`src/rtl/popcnt_rr_sched_if.sv`:
```
// Request/result bundle for popcnt_rr_sched.
//   req_valid/req_data/req_ready : per-requester word handoff (requester k uses
//                                   req_data[k*DATA_W +: DATA_W])
//   res_valid/res_ready/res_cnt/res_id : tagged bit-count result
//   busy                         : scheduler is counting or holding a result
// master = requester/consumer side, slave = scheduler side.
interface popcnt_rr_sched_if #(
  parameter int unsigned NUM_REQ = 4,
  parameter int unsigned DATA_W  = 8,
  parameter int unsigned CNT_W   = 4,
  parameter int unsigned ID_W    = 2
);
  logic [NUM_REQ-1:0]        req_valid;
  logic [NUM_REQ*DATA_W-1:0] req_data;
  logic [NUM_REQ-1:0]        req_ready;
  logic                      res_valid;
  logic                      res_ready;
  logic [CNT_W-1:0]          res_cnt;
  logic [ID_W-1:0]           res_id;
  logic                      busy;

  modport master (
    output req_valid, req_data, res_ready,
    input  req_ready, res_valid, res_cnt, res_id, busy
  );

  modport slave (
    input  req_valid, req_data, res_ready,
    output req_ready, res_valid, res_cnt, res_id, busy
  );
endinterface

```
`src/rtl/popcnt_rr_sched.sv`:
```
// Round-robin scheduler sharing one bit-count engine among NUM_REQ requesters.
// Ports:
//   clk : clock, rising edge
//   rst : synchronous active-low reset
//   bus : popcnt_rr_sched_if.slave (request handshake, result handshake, busy)
// Build option: define FAST_POP_EN to count the word combinationally on accept
// (IDLE -> DONE) instead of the serial DATA_W-cycle COUNT state.
module popcnt_rr_sched #(
  parameter int unsigned NUM_REQ = 4,
  parameter int unsigned DATA_W  = 8,
  parameter int unsigned CNT_W   = 4,
  parameter int unsigned ID_W    = 2
) (
  input logic                clk,
  input logic                rst,
  popcnt_rr_sched_if.slave   bus
);

`ifdef FAST_POP_EN
  typedef enum logic [1:0] {StIdle, StDone} state_e;
`else
  localparam int unsigned BitCntW = $clog2(DATA_W + 1);
  typedef enum logic [1:0] {StIdle, StCount, StDone} state_e;
`endif

  state_e              r_state;
  logic [ID_W-1:0]     r_ptr;
  logic [ID_W-1:0]     r_grant;
  logic                r_res_valid;
  logic [CNT_W-1:0]    r_res_cnt;
  logic [ID_W-1:0]     r_res_id;
  logic                r_busy;
`ifndef FAST_POP_EN
  logic [DATA_W-1:0]   r_shift;
  logic [CNT_W-1:0]    r_acc;
  logic [BitCntW-1:0]  r_bit_cnt;
  logic [CNT_W-1:0]    w_acc_next;
`endif

  int unsigned         w_idx;
  logic                w_found;
  logic [ID_W-1:0]     w_grant_id;
  logic [NUM_REQ-1:0]  w_grant_oh;
  logic [DATA_W-1:0]   w_word;
  logic                w_accept;
  logic [ID_W-1:0]     w_ptr_next;

`ifdef FAST_POP_EN
  function automatic logic [CNT_W-1:0] f_popcnt(input logic [DATA_W-1:0] word);
    logic [CNT_W-1:0] sum;
    sum = '0;
    for (int unsigned i = 0; i < DATA_W; i++) sum = sum + CNT_W'(word[i]);
    return sum;
  endfunction
`endif

  // First set req_valid bit at or above the pointer, wrapping.
  always_comb begin
    w_idx      = 0;
    w_found    = 1'b0;
    w_grant_id = '0;
    for (int unsigned i = 0; i < NUM_REQ; i++) begin
      w_idx = (32'(r_ptr) + i) % NUM_REQ;
      if (!w_found && bus.req_valid[w_idx]) begin
        w_found    = 1'b1;
        w_grant_id = ID_W'(w_idx);
      end
    end
  end

  // Grant only in IDLE and never while reset is asserted.
  always_comb begin
    w_grant_oh = '0;
    if (rst && (r_state == StIdle) && w_found) w_grant_oh[w_grant_id] = 1'b1;
  end

  assign w_word     = bus.req_data[32'(w_grant_id) * DATA_W +: DATA_W];
  assign w_accept   = |(bus.req_valid & w_grant_oh);
  assign w_ptr_next = (r_grant == ID_W'(NUM_REQ - 1)) ? '0 : r_grant + ID_W'(1);
`ifndef FAST_POP_EN
  assign w_acc_next = r_acc + CNT_W'(r_shift[0]);
`endif

  always_ff @(posedge clk) begin
    if (!rst) begin
      r_state     <= StIdle;
      r_ptr       <= '0;
      r_grant     <= '0;
      r_res_valid <= 1'b0;
      r_res_cnt   <= '0;
      r_res_id    <= '0;
      r_busy      <= 1'b0;
`ifndef FAST_POP_EN
      r_shift     <= '0;
      r_acc       <= '0;
      r_bit_cnt   <= '0;
`endif
    end else begin
      unique case (r_state)
        StIdle: begin
          if (w_accept) begin
            r_grant <= w_grant_id;
            r_busy  <= 1'b1;
`ifdef FAST_POP_EN
            r_res_cnt   <= f_popcnt(w_word);
            r_res_id    <= w_grant_id;
            r_res_valid <= 1'b1;
            r_state     <= StDone;
`else
            r_shift   <= w_word;
            r_acc     <= '0;
            r_bit_cnt <= '0;
            r_state   <= StCount;
`endif
          end
        end
`ifndef FAST_POP_EN
        StCount: begin
          r_acc     <= w_acc_next;
          r_shift   <= r_shift >> 1;
          r_bit_cnt <= r_bit_cnt + BitCntW'(1);
          // Last bit: publish the final sum directly so DONE shows it at once.
          if (r_bit_cnt == BitCntW'(DATA_W - 1)) begin
            r_res_cnt   <= w_acc_next;
            r_res_id    <= r_grant;
            r_res_valid <= 1'b1;
            r_state     <= StDone;
          end
        end
`endif
        StDone: begin
          if (bus.res_ready) begin
            r_res_valid <= 1'b0;
            r_busy      <= 1'b0;
            r_ptr       <= w_ptr_next;
            r_state     <= StIdle;
          end
        end
        default: r_state <= StIdle;
      endcase
    end
  end

  assign bus.req_ready = w_grant_oh;
  assign bus.res_valid = r_res_valid;
  assign bus.res_cnt   = r_res_cnt;
  assign bus.res_id    = r_res_id;
  assign bus.busy      = r_busy;

endmodule

```
`src/flat_wrapper.sv`:
```
// flat-port wrapper written by rule: the top's interface ports become plain ports
module popcnt_rr_sched_flat 
#(
  parameter int unsigned NUM_REQ = 4,
  parameter int unsigned DATA_W  = 8,
  parameter int unsigned CNT_W   = 4,
  parameter int unsigned ID_W    = 2
)
  (clk, rst, bus_req_valid, bus_req_data, bus_res_ready, bus_req_ready, bus_res_valid, bus_res_cnt, bus_res_id, bus_busy);
  popcnt_rr_sched_if #(.NUM_REQ(NUM_REQ), .DATA_W(DATA_W), .CNT_W(CNT_W), .ID_W(ID_W)) bus_i ();
  input logic clk;
  input logic rst;
  input wire logic [$bits(bus_i.req_valid)-1:0] bus_req_valid;
  input wire logic [$bits(bus_i.req_data)-1:0] bus_req_data;
  input wire logic [$bits(bus_i.res_ready)-1:0] bus_res_ready;
  output wire logic [$bits(bus_i.req_ready)-1:0] bus_req_ready;
  output wire logic [$bits(bus_i.res_valid)-1:0] bus_res_valid;
  output wire logic [$bits(bus_i.res_cnt)-1:0] bus_res_cnt;
  output wire logic [$bits(bus_i.res_id)-1:0] bus_res_id;
  output wire logic [$bits(bus_i.busy)-1:0] bus_busy;
  assign bus_i.req_valid = bus_req_valid;
  assign bus_i.req_data = bus_req_data;
  assign bus_i.res_ready = bus_res_ready;
  assign bus_req_ready = bus_i.req_ready;
  assign bus_res_valid = bus_i.res_valid;
  assign bus_res_cnt = bus_i.res_cnt;
  assign bus_res_id = bus_i.res_id;
  assign bus_busy = bus_i.busy;
  popcnt_rr_sched #(.NUM_REQ(NUM_REQ), .DATA_W(DATA_W), .CNT_W(CNT_W), .ID_W(ID_W)) u_core (.clk(clk), .rst(rst), .bus(bus_i));
endmodule
```
`config.mk`:
```
export PLATFORM = sky130hd
export DESIGN_NAME = popcnt_rr_sched_flat
export DESIGN_NICKNAME = d
export VERILOG_FILES = /design/src/rtl/popcnt_rr_sched_if.sv /design/src/rtl/popcnt_rr_sched.sv /design/src/flat_wrapper.sv
export SDC_FILE = /design/constraint.sdc
export NUM_CORES = 1
export LEC_CHECK = 0
export CORE_UTILIZATION = 50
export CTS_CLUSTER_SIZE = 28
export DETAILED_ROUTE_END_ITERATION = 8
export GPL_TIMING_DRIVEN = 0
export MAX_ROUTING_LAYER = met4
export PLACE_DENSITY = 0.93
export SKIP_CTS_REPAIR_TIMING = 1
export SYNTH_ARGS = -nofsm -noshare
export SYNTH_HDL_FRONTEND = slang
export SYNTH_SLANG_ARGS = --single-unit
```
`constraint.sdc`:
```
create_clock -name clk -period 5 [get_ports clk]
set_input_delay 1 -clock clk [delete_from_list [all_inputs] [get_ports clk]]
set_output_delay 1 -clock clk [all_outputs]
set_load 0.01 [all_outputs]
```
==> results.yml <==
pwr:
  pwr-share-seq_pct: 51.2
  power_frac_comb_pct: 17.3
  leakage_uw: 0.000859
  intPower_uw: 368
  switching_power_uw: 130
  worst_ir_drop_vdd_mv: 0.157
  powerDensity_nw_per_um2: 223
  power.clock.fraction_pct: 31.6
  netSwitchingFraction_pct: 26.1
timing:
  timing.final.crit_share_pct: 86.6
  timing_worst_slew_pin_value_ps: 770
  max_clock_freq_ghz: 0.231
  rsz_0062_raised_after_global_routing: "false"
  max_slew_margin_pct: 48.4
  timing.final.setup_violations: 0
  final-max-slew-violation-count: 0
  final_clock_skew_ps: 12.5
  setup_total_negative_slack_ps: 0
  final_hold_viol_count: 0
  setup_ws_ps: 672
  crit_path_time_final_ps: 4330
  timing.hold.ws_ps: 473
detailed_routing:
  drt-total-wl_mm: 3.88
  post_drt_via_cell_ratio: 5.60
  first_iter_violations: 122
  post_drt_wl_per_cell_um: 14.1
  vias: 1545
  drtPass1Iterations: 4
  antenna_violating_nets_post_route: 0
  drcViolationCount: 0
setup_path:
  delay_heaviest_family_cp: "buffers and inverters"
  worstSetupEndpoint: "bus_req_ready[1]"
  path_class: "input port to output pin"
  r2r_setup_slack_ps: 2990
  worstPathBufferInverterCount: 4
  cp-start-kind: "input port"
  cp_common_cell: "sky130_fd_sc_hd__clkdlybuf4s50_1"
  r2r_cells: 7
  timing.rr.start: "u_core.r_state[1]$_SDFFE_PN0P_"
  critical_path_depth: 8
  crit_required_ps: 4000
  slowest_cp_cell: "sky130_fd_sc_hd__clkdlybuf4s50_1"
  critPathMaxFanout: 8
  worst-endpoint-arrival_ps: 3330
  end_kind: "output pin"
  critical_path.max_stage_delay_ps: 540
  worstSetupStartpoint: "rst"
  worstReg2RegEnd: "u_core.r_shift[3]$_SDFFE_PN0P_"
  critical_path_cell_sequence: "clkdlybuf4s50_1, nor3b_4, nand2_2, or4_1, buf_2, or2_4, inv_1, clkdlybuf4s50_1"
clock_network:
  clock_tree.buffer_depth: 2
  htree_levels: 2
  clockRootBuffer: "sky130_fd_sc_hd__clkbuf_4"
  tritoncts_buffer_count: 5
  clk_pin_slew_worst_paths_ps: 110
  clock_tree_from_tritoncts: "done"
  clock_sink_count: 30
  clock_latency_ps: 330
synth:
  cell_count_after_synthesis: 174
  netlist_top_cells_area: "sky130_fd_sc_hd__dfxtp_1, sky130_fd_sc_hd__mux2i_1, sky130_fd_sc_hd__nor2b_1, sky130_fd_sc_hd__mux2_2, sky130_fd_sc_hd__o221ai_1"
  netlist_area_um2: 1620
  yosys.area.top_type_share_pct: 37.1
  synth_largest_area_cell: "sky130_fd_sc_hd__dfxtp_1"
  synth_area_per_cell_um2: 9.30
  yosys.cell_types.count: 37
  synth-main-ff-cell: "sky130_fd_sc_hd__dfxtp_1"
  synth_fp_nets: 217
  synth_seq_cells: 30
  synth_async_sr_flop_share_pct: 0
  synth-edff-count: 0
  synth.yosys.seq_area_share_pct: 37.1
  ys.warnings.count: 0
finish:
  filler_cells: 238
  area_delta_synth_final_pct: 38.3
  num-nets-final: 274
  antenna_cells: 0
  final_cell_area_um2: 2240
  fin_util_pct: 73.3
  share_of_post_route_cells_with_drive_strength_above_1_pct: 9.91
floorplanning:
  core_area_um2: 3050
  dieArea_um2: 3470
  top_level_ports: 51
  initial_core_utilization_pct: 53.0
  dieHeight_um: 58.9
  placement_rows: 20
  die_width_um: 58.9
place:
  place_area_um2: 2170
  pre_cts_ws_ps: 678
  buffers_added_on_ports: 50
  dpl.hpwl_mm: 2.96
  place.gp.congestion: 0.968
status:
  outcome: "completed"
global_route:
  global_route_wire_length_before_repair_mm: 6.22
  first_global_vias: 1459
  grt_max_degree: 11
  grt.total_usage_pct: 24.7
  overflow: 0
  grt_antenna_before_repair: 0
hold_path:
  hold_path.class: "flip-flop to flip-flop"
job:
  timing.max_cap.violations: 0
[layout make-up]
cell class                      instances  area (um^2)  area share, %
Multi-Input combinational cell        134          970           43.3
Sequential cell                        30          601           26.8
Inverter                                3         11.3          0.503
Tap cell                               44         55.1           2.46
Clock inverter                          2         12.5          0.559
Clock buffer                            6         51.3           2.29
Timing Repair Buffer                   50          500           22.4
Buffer                                  7         36.3           1.62
[per-layer routing]
metal,wire [um],up-vias,GRT usage (%)
met1,1710,727,28.5
met4,64,0,13.3
met2,1900,51,40.6
met3,205,6,4.62
met5,0,-,-
li1,-,761,-
[cell usage in the layout, fill, tap and decap left out, types with 6 or more instances in the layout]
cell,instances
sky130_fd_sc_hd__mux2_2,7
sky130_fd_sc_hd__nand2_1,12
sky130_fd_sc_hd__clkdlybuf4s50_1,50
sky130_fd_sc_hd__o221ai_1,7
sky130_fd_sc_hd__nor3_1,7
sky130_fd_sc_hd__a21oi_1,8
sky130_fd_sc_hd__dfxtp_1,30
sky130_fd_sc_hd__a22oi_1,6
sky130_fd_sc_hd__mux2i_1,13
sky130_fd_sc_hd__nand2b_1,6
sky130_fd_sc_hd__nor2b_1,16
sky130_fd_sc_hd__nor2_1,12
[power groups by stage]
stage / logic (uW) / registers (uW) / clock network [uW]
2_1_floorplan: 41.1 / 258 / 0
3_3_place_gp: 83.6 / 260 / 0
3_5_place_dp: 85.7 / 260 / 0
4_1_cts: 86.1 / 255 / 158
5_1_grt: 93.3 / 256 / 170
6_report: 85.9 / 255 / 157
[metrics by stage]
stage / std cells / power (uW)
after global routing: 276 / 519
after floorplan: 174 / 300
after detailed placement: 268 / 346
after CTS: 276 / 499
after global placement: 268 / 343
final: 276 / 498
[flip-flops by register name, indices dropped and copies added, names as in the netlist]
signal,cells
u_core.r_shift,8
u_core.bus.res_cnt,4
u_core.r_acc,4
u_core.r_bit_cnt,4
u_core.bus.res_id,2
u_core.r_grant,2
u_core.r_ptr,2
u_core.r_state,2
u_core.bus.busy,1
u_core.bus.res_valid,1
[cell families after synthesis]
logic type / after synthesis / synth area share [%]
muxes: 20 / 12.9
adders and majority gates: 4 / 3.09
DFF: 30 / 37.1
and+or+nand+nor: 66 / 22.2
buffers and inverters: 10 / 2.94
xor gates and xnor gates: 2 / 1.08
AOI/OAI and AO/OA: 42 / 20.6
[synthesized netlist by cell type (2+ instances only)]
library cell,instances
sky130_fd_sc_hd__mux2i_1,13
sky130_fd_sc_hd__buf_2,2
sky130_fd_sc_hd__a22o_1,3
sky130_fd_sc_hd__a22oi_1,6
sky130_fd_sc_hd__inv_1,3
sky130_fd_sc_hd__nor2b_1,16
sky130_fd_sc_hd__nor2_1,12
sky130_fd_sc_hd__ha_1,4
sky130_fd_sc_hd__o221ai_1,7
sky130_fd_sc_hd__a21o_1,2
sky130_fd_sc_hd__nand2b_1,6
sky130_fd_sc_hd__dfxtp_1,30
sky130_fd_sc_hd__a21boi_0,3
sky130_fd_sc_hd__or4_1,2
sky130_fd_sc_hd__nand3_1,5
sky130_fd_sc_hd__clkbuf_1,4
sky130_fd_sc_hd__mux2_2,7
sky130_fd_sc_hd__nand2_1,12
sky130_fd_sc_hd__nor3_1,7
sky130_fd_sc_hd__a21oi_1,8
sky130_fd_sc_hd__o221a_1,4
sky130_fd_sc_hd__o211a_1,3
[worst min-delay path, cell delays in order, from the launching register on]
cell and delay [ps]:
sky130_fd_sc_hd__dfxtp_1 320, sky130_fd_sc_hd__nand2_1 50, sky130_fd_sc_hd__a21boi_0 60
[how the worst min path moves through the flow]
stage	start	endpoint	slack, ps	cells after the start
6_report	u_core.bus.busy$_SDFFE_PN0P_	u_core.bus.busy$_SDFFE_PN0P_	470	2
5_1_grt	u_core.bus.busy$_SDFFE_PN0P_	u_core.bus.busy$_SDFFE_PN0P_	520	2
4_1_cts	u_core.bus.busy$_SDFFE_PN0P_	u_core.bus.busy$_SDFFE_PN0P_	470	2
3_5_place_dp	u_core.bus.busy$_SDFFE_PN0P_	u_core.bus.busy$_SDFFE_PN0P_	460	2
3_3_place_gp	u_core.bus.busy$_SDFFE_PN0P_	u_core.bus.busy$_SDFFE_PN0P_	460	2
2_1_floorplan	u_core.r_shift[7]$_SDFFE_PN0P_	u_core.r_shift[7]$_SDFFE_PN0P_	450	2
(Power assumes the default switching activity.)
